===== src/rtl/fetch_unit.sv =====
// fetch_unit: PC owner, single-outstanding imem fetch, instruction FIFO to decode with redirect flush
module fetch_unit #(
  parameter logic [31:0] RESET_PC = 32'h0000_0000,
  parameter int DEPTH = 2
) (
  input  logic        clk,
  input  logic        reset,
  output logic        imem_req_valid,
  output logic [31:0] imem_req_addr,
  input  logic        imem_req_ready,
  input  logic        imem_resp_valid,
  input  logic [31:0] imem_resp_data,
  input  logic        redirect_valid,
  input  logic [31:0] redirect_pc,
  output logic        inst_valid,
  output logic [31:0] inst_data,
  output logic [31:0] inst_pc,
  input  logic        inst_ready
);
  localparam int AW = $clog2(DEPTH);
  localparam logic [AW:0] FULL = (AW+1)'(DEPTH);
  localparam logic [AW-1:0] ONE = 1;
  typedef enum logic [1:0] {ISSUE, WAIT, DROP} state_t;
  state_t state, state_nx;
  logic [31:0] pc, req_pc;
  logic [31:0] buf_pc [DEPTH];
  logic [31:0] buf_data [DEPTH];
  logic [AW-1:0] wptr, rptr;
  logic [AW:0] count;
  logic fire, push, pop;
  always_ff @(posedge clk)
    if (reset) state <= ISSUE;
    else state <= state_nx;
  // a redirect discards whatever response is due: coincident ones immediately, later ones via DROP
  always_comb begin
    state_nx = state;
    if (redirect_valid) state_nx = (state == ISSUE || imem_resp_valid) ? ISSUE : DROP;
    else if (state == ISSUE) state_nx = fire ? WAIT : ISSUE;
    else state_nx = imem_resp_valid ? ISSUE : state;
  end
  always_comb begin
    imem_req_valid = state == ISSUE && !reset && !redirect_valid && count < FULL;
    fire = imem_req_valid && imem_req_ready;
    push = state == WAIT && imem_resp_valid && !redirect_valid;
    inst_valid = count != '0;
    pop = inst_valid && inst_ready;
    inst_data = inst_valid ? buf_data[rptr] : '0;
    inst_pc = inst_valid ? buf_pc[rptr] : '0;
  end
  assign imem_req_addr = pc;
  always_ff @(posedge clk)
    if (reset) begin
      pc <= RESET_PC;
      req_pc <= '0;
      wptr <= '0;
      rptr <= '0;
      count <= '0;
    end else if (redirect_valid) begin
      pc <= redirect_pc & ~32'd3;
      wptr <= '0;
      rptr <= '0;
      count <= '0;
    end else begin
      if (fire) begin
        pc <= pc + 32'd4;
        req_pc <= pc;
      end
      if (push) wptr <= wptr + ONE;
      if (pop) rptr <= rptr + ONE;
      count <= count + {{AW{1'b0}}, push} - {{AW{1'b0}}, pop};
    end
  always_ff @(posedge clk)
    if (!reset && push) begin
      buf_pc[wptr] <= req_pc;
      buf_data[wptr] <= imem_resp_data;
    end
endmodule

===== config.mk =====
export PLATFORM = sky130hd
export DESIGN_NAME = fetch_unit
export DESIGN_NICKNAME = d
export VERILOG_FILES = /design/src/rtl/fetch_unit.sv
export SDC_FILE = /design/constraint.sdc
export NUM_CORES = 1
export LEC_CHECK = 0
export CORE_ASPECT_RATIO = 0.9
export CORE_MARGIN = 2
export CORE_UTILIZATION = 25
export DETAILED_ROUTE_END_ITERATION = 8
export SLEW_MARGIN = 20
export SYNTH_ARGS = -nofsm -noshare
export SYNTH_HDL_FRONTEND = slang
export SYNTH_SLANG_ARGS = --single-unit

===== constraint.sdc =====
create_clock -name clk -period 21.9 [get_ports clk]
set_clock_uncertainty 0.1 [all_clocks]
set_input_delay 4.38 -clock clk [delete_from_list [all_inputs] [get_ports clk]]
set_output_delay 4.38 -clock clk [all_outputs]
set_load 0.03 [all_outputs]

# After elaboration in Yosys (flattened, before gate mapping)
# Memory sizes are Yosys's and may differ from the RTL's. A register that Yosys moved wholly into a read port is not among the register bits.
# Index checks and enable logic that the tools add are counted.
# word_totals
register_bits	70
ramBits	128
in_bits	70
output_inout_bits	98
elab_cells	49
mem_count	2
# memory_table
memory	words	word_bits	rd	rd_ports_with_merged_regs	write_ports	line	text
buf_data	2	32	1	1	1	27	logic [31:0] buf_data [DEPTH];
buf_pc	2	32	1	1	1	26	logic [31:0] buf_pc [DEPTH];
# classes
addsub	5
n_lt_le_gt_ge	1
n_eq_ne	1
muxes	15
n_bitwise	1
reduce_logical	17
# ops
op	count
$mux 32	4
$add 32x3->32 const B	1
$logic_and 1x1->1	8
$mux 2	4
$mux 1	7
$reduce_bool 2->1	2
$reduce_bool 3->1	1
$add 1x1->1 const B	2
$add 2x1->2	1
$eq 2x1->1 const B	1
$logic_not 1->1	2
$logic_not 2->1	1
$lt 2x2->1 const B	1
$reduce_and 2->1	1
$reduce_or 2->1	1
$sub 2x1->2	1
$logic_or 1x1->1	1
$not 1->1	1

# Depth between registers and ports, before layout
# depth
word_depth	8
mapped_depth	9
depth_no_buf	9

# Worst setup path after synthesis
# OpenSTA, ideal clock, no wires.
# synth_timing
path_kind	input to output
start	input reset
end	output imem_req_valid
t_arrival_ps	5992
path_slack_ps	11428
stages	4
n_path_buf	2
cell_sequence	clkbuf_1 or2_2 clkbuf_1 nor4_1
# synth_between
elab_chain_cells	4
# synth_rtl
element	line	text
start, declared	7	input logic reset,
$logic_not 1->1	42	imem_req_valid = state == ISSUE && !reset && !redirect_valid && count < FULL;
$logic_and 1x1->1 (3 in a row)	42	
end, declared	8	output logic imem_req_valid,
# Every way passes these cells.

# Worst setup path in the final report
# Ends and elaborated chain as after synthesis.

==> metrics <==
status=finished clean; DRT iter0 DRCs=between 150 and 200; leakage=0.00328 µW; Slew headroom=0.325; part of the power in combinational logic=0.071; final hold viol count=0; Tot GR Track Use=0.122; Syn Inst Count=658; Netlist cell types=47; Seq/Total Area, Yosys=0.649; Top delay family on crit path=buffers and inverters; buffers added on ports=roughly 160; Reg2Reg Depth=5; clock share of power=0.413; synthesized area=slightly below 8000 µm²; Vias=5396; Max Slew Vio Count=0; Max Cap Violations=0; Chip Width=190 µm; setup TNS=0 ns; CP peak stage delay=about 0.76 ns; area grow syn2layout=33.9%; Net Switching=about 170 µW; Starting Density=0.253; Min-Delay Path Depth=0; vias per std cell=around 4.4; Cell Count, Final, Fillers Out=between 1k and 1.5k; CTS Sinks=191; R2R Path Start=state[0]$_SDFFE_PP0P_; FILL cells=approximately 3.1k; Final Setup Violations=0; Int Pwr=just under 600 µW; Ys Warns=0; crit path capture type=primary output; TritonCTS buffer count=17; ratio of cells with drive above 1 in the final layout=0.0659; critical path peak fanout=64; R2R setup slack=around 19 ns; gpl congestion=0.758; 1st-pass router iterations=4; CORE AREA=approximately 31000 µm²; f_max=0.0912 GHz; CTS Buffer Depth=2; largest cells by area after synthesis=edfxtp_1 48%, dfxtp_1 17%, mux2i_1 8.7%; CP Depth=5; Sequential Area=between 5000 and 6000 µm²; vias in the first global route=approximately 5k; Layout Nets=879; Cell Rows=61; RSZ-0062 raised after global routing=false; TritonCTS clock tree=built; initial antenna violation count=0; WL per Instance=about 16 µm; final worst path period need=10.97 ns; Power, Total=764 µW; cell taking the most area after synthesis=edfxtp_1; Final Cycle Share=0.501; chip height=approximately 170 µm; Critical R2R Capture=imem_req_addr[20]$_SDFFE_PP0P_; WP buf/inv=3; synthesized area per cell=between 10 and 15 µm²; GR Overflow Total=0; Arr. time, crit path=6.49 ns; switching share of power=0.223; worst skew pair latency=between 0.4 and 0.5 ns; die area=approximately 33000 µm²; Clock transition at path regs=~0.060 ns; Worst Tran Pin Value=1.01 ns; Hold Path End=buf_pc[1][13]$_DFFE_PP_; Worst path slowest cell=clkdlybuf4s50_1; antenna-violating nets left=0; critical path startpoint category=input port; HP Start=req_pc[13]$_SDFFE_PP0P_; Post-Route WL=between 15000 and 20000 µm; largest net degree at the start of global routing=65; critical path cell sequence=buf_2 -> buf_4 -> or2_2 -> nor4_1 -> clkdlybuf4s50_1; top cell type's share of synthesized area=0.477; cell area power density=73.1 nW/µm²; htree depth=4; Worst Hold Class=flop to flop; Worst Setup SP=reset; Crit Path Category=input port to primary output; post-detail-place hpwl=12800 µm; Worst IR Drop VDD=between 0.05 and 0.06 mV; DRC Markers=0; CTS Hold Buffers Added=0; worst path required time=17.42 ns; final core occ=0.339; I/O pins=about 170; first-pass GRT wire length=29800 µm; CTS Root Cell=clkbuf_16; Seq pwr share=0.516; placed cell count=roughly 1.2k; Seq cells post-synth=191; Post-CTS Setup Inserts=0; PostCTS Resize Cnt=0; footprint of the multi-input gates=between 2000 and 3000 µm²
==> synth_stat cells (all sizes together) <==
| cell type | n |
|---|---|
| or4 | 1 |
| nand4b | 1 |
| nor2 | 85 |
| xnor2 | 20 |
| and2 | 2 |
| and3 | 7 |
| nand4bb | 1 |
| edfxtp | 124 |
| mux2 | 3 |
| a21o | 1 |
| nand3 | 10 |
| clkbuf | 29 |
| mux2i | 68 |
| nor2b | 8 |
| nor3b | 1 |
| ha | 3 |
| a31oi | 3 |
| nor4 | 9 |
| xor2 | 3 |
| a32oi | 1 |
| conb | 1 |
| nand4 | 7 |
| or4b | 2 |
| nand2 | 81 |
| o22ai | 9 |
| inv | 10 |
| and4 | 4 |
| a21oi | 49 |
| nor3 | 9 |
| or2 | 1 |
| o21ai | 5 |
| buf | 14 |
| a41oi | 1 |
| nor4b | 2 |
| nand2b | 3 |
| a22oi | 9 |
| o21a | 3 |
| dfxtp | 67 |
| or3 | 1 |
==> layout by cell type (no fill, tap or decap), types with 3 or more instances in the layout <==
cell,count
nand4_1,7
nor3_1,8
clkinvlp_4,3
o21ai_0,4
mux2i_1,68
nor4_1,7
nor2_1,83
a21oi_1,49
nand3_1,10
clkdlybuf4s50_1,159
o21a_1,3
nand2b_1,3
a22oi_1,9
o22ai_1,9
a31oi_1,3
nand2_1,80
nor2b_1,8
buf_4,8
dfxtp_1,66
conb_1,4
edfxtp_1,124
clkbuf_16,20
ha_1,3
xnor2_1,20
inv_1,10
and4_1,3
and3_1,6
xor2_1,3
==> cell type report <==
cell class,instances,area share
clock inverter,9,0.00862
timing repair buffer,169,0.159
antenna,1,0.000239
inverter,10,0.00359
clock buffer,23,0.0499
multi-input combinational,417,0.245
tap,409,0.0490
sequential,191,0.485
==> metrics by stage <==
step	hold slack (ns)	cell area, µm²	worst slack [ns]
after floorplan	0.325	7820	11.43
after global placement	0.333	9820	10.80
after detailed placement	0.337	9820	10.81
after CTS	0.352	10400	10.81
after global routing	0.368	10400	10.81
final	0.350	10500	10.93
==> power by group through the flow <==
stage / clock network, µW / registers, µW / logic, µW
5_1_grt: 338 / 395 / 58.7
4_1_cts: 324 / 394 / 54.9
3_3_place_gp: 0 / 402 / 54.0
2_1_floorplan: 0 / 407 / 21.7
6_report: 315 / 394 / 54.4
3_5_place_dp: 0 / 402 / 54.5
==> logic make-up after synthesis <==
| logic type | count (synthesis) | share of synthesized area |
|---|---|---|
| simple gates | 235 | 0.140 |
| flops | 191 | 0.649 |
| compound gates | 81 | 0.0590 |
| mux | 71 | 0.0915 |
| buf+inv | 53 | 0.0293 |
| xor+xnor | 23 | 0.0258 |
| fa+ha+maj | 3 | 0.00481 |
| other cells | 1 | 0.000481 |
==> layer usage <==
| metal | up-vias | track usage | wire length [µm] |
|---|---|---|---|
| met4 | 0 | 0.0317 | 127 |
| li1 | 2637 | - | - |
| met1 | 2612 | 0.160 | 9130 |
| met2 | 137 | 0.192 | 9050 |
| met3 | 10 | 0.0406 | 1380 |
| met5 | - | 0 | 0 |
==> worst max-delay path by stage <==
stage / end / slack, ns
2_1_floorplan: imem_req_valid / 11.43
3_3_place_gp: imem_req_valid / 10.80
3_5_place_dp: imem_req_valid / 10.81
4_1_cts: imem_req_valid / 10.81
5_1_grt: imem_req_valid / 10.81
6_report: imem_req_valid / 10.93
==> state kept, by name, summed over array words and instances, names as in the netlist, named ones only <==
signal	count
count	2
state	2
buf_data	64
imem_req_addr	30
wptr	1
buf_pc	60
rptr	1
req_pc	30
Note: power is estimated with default switching activity, not from simulation.
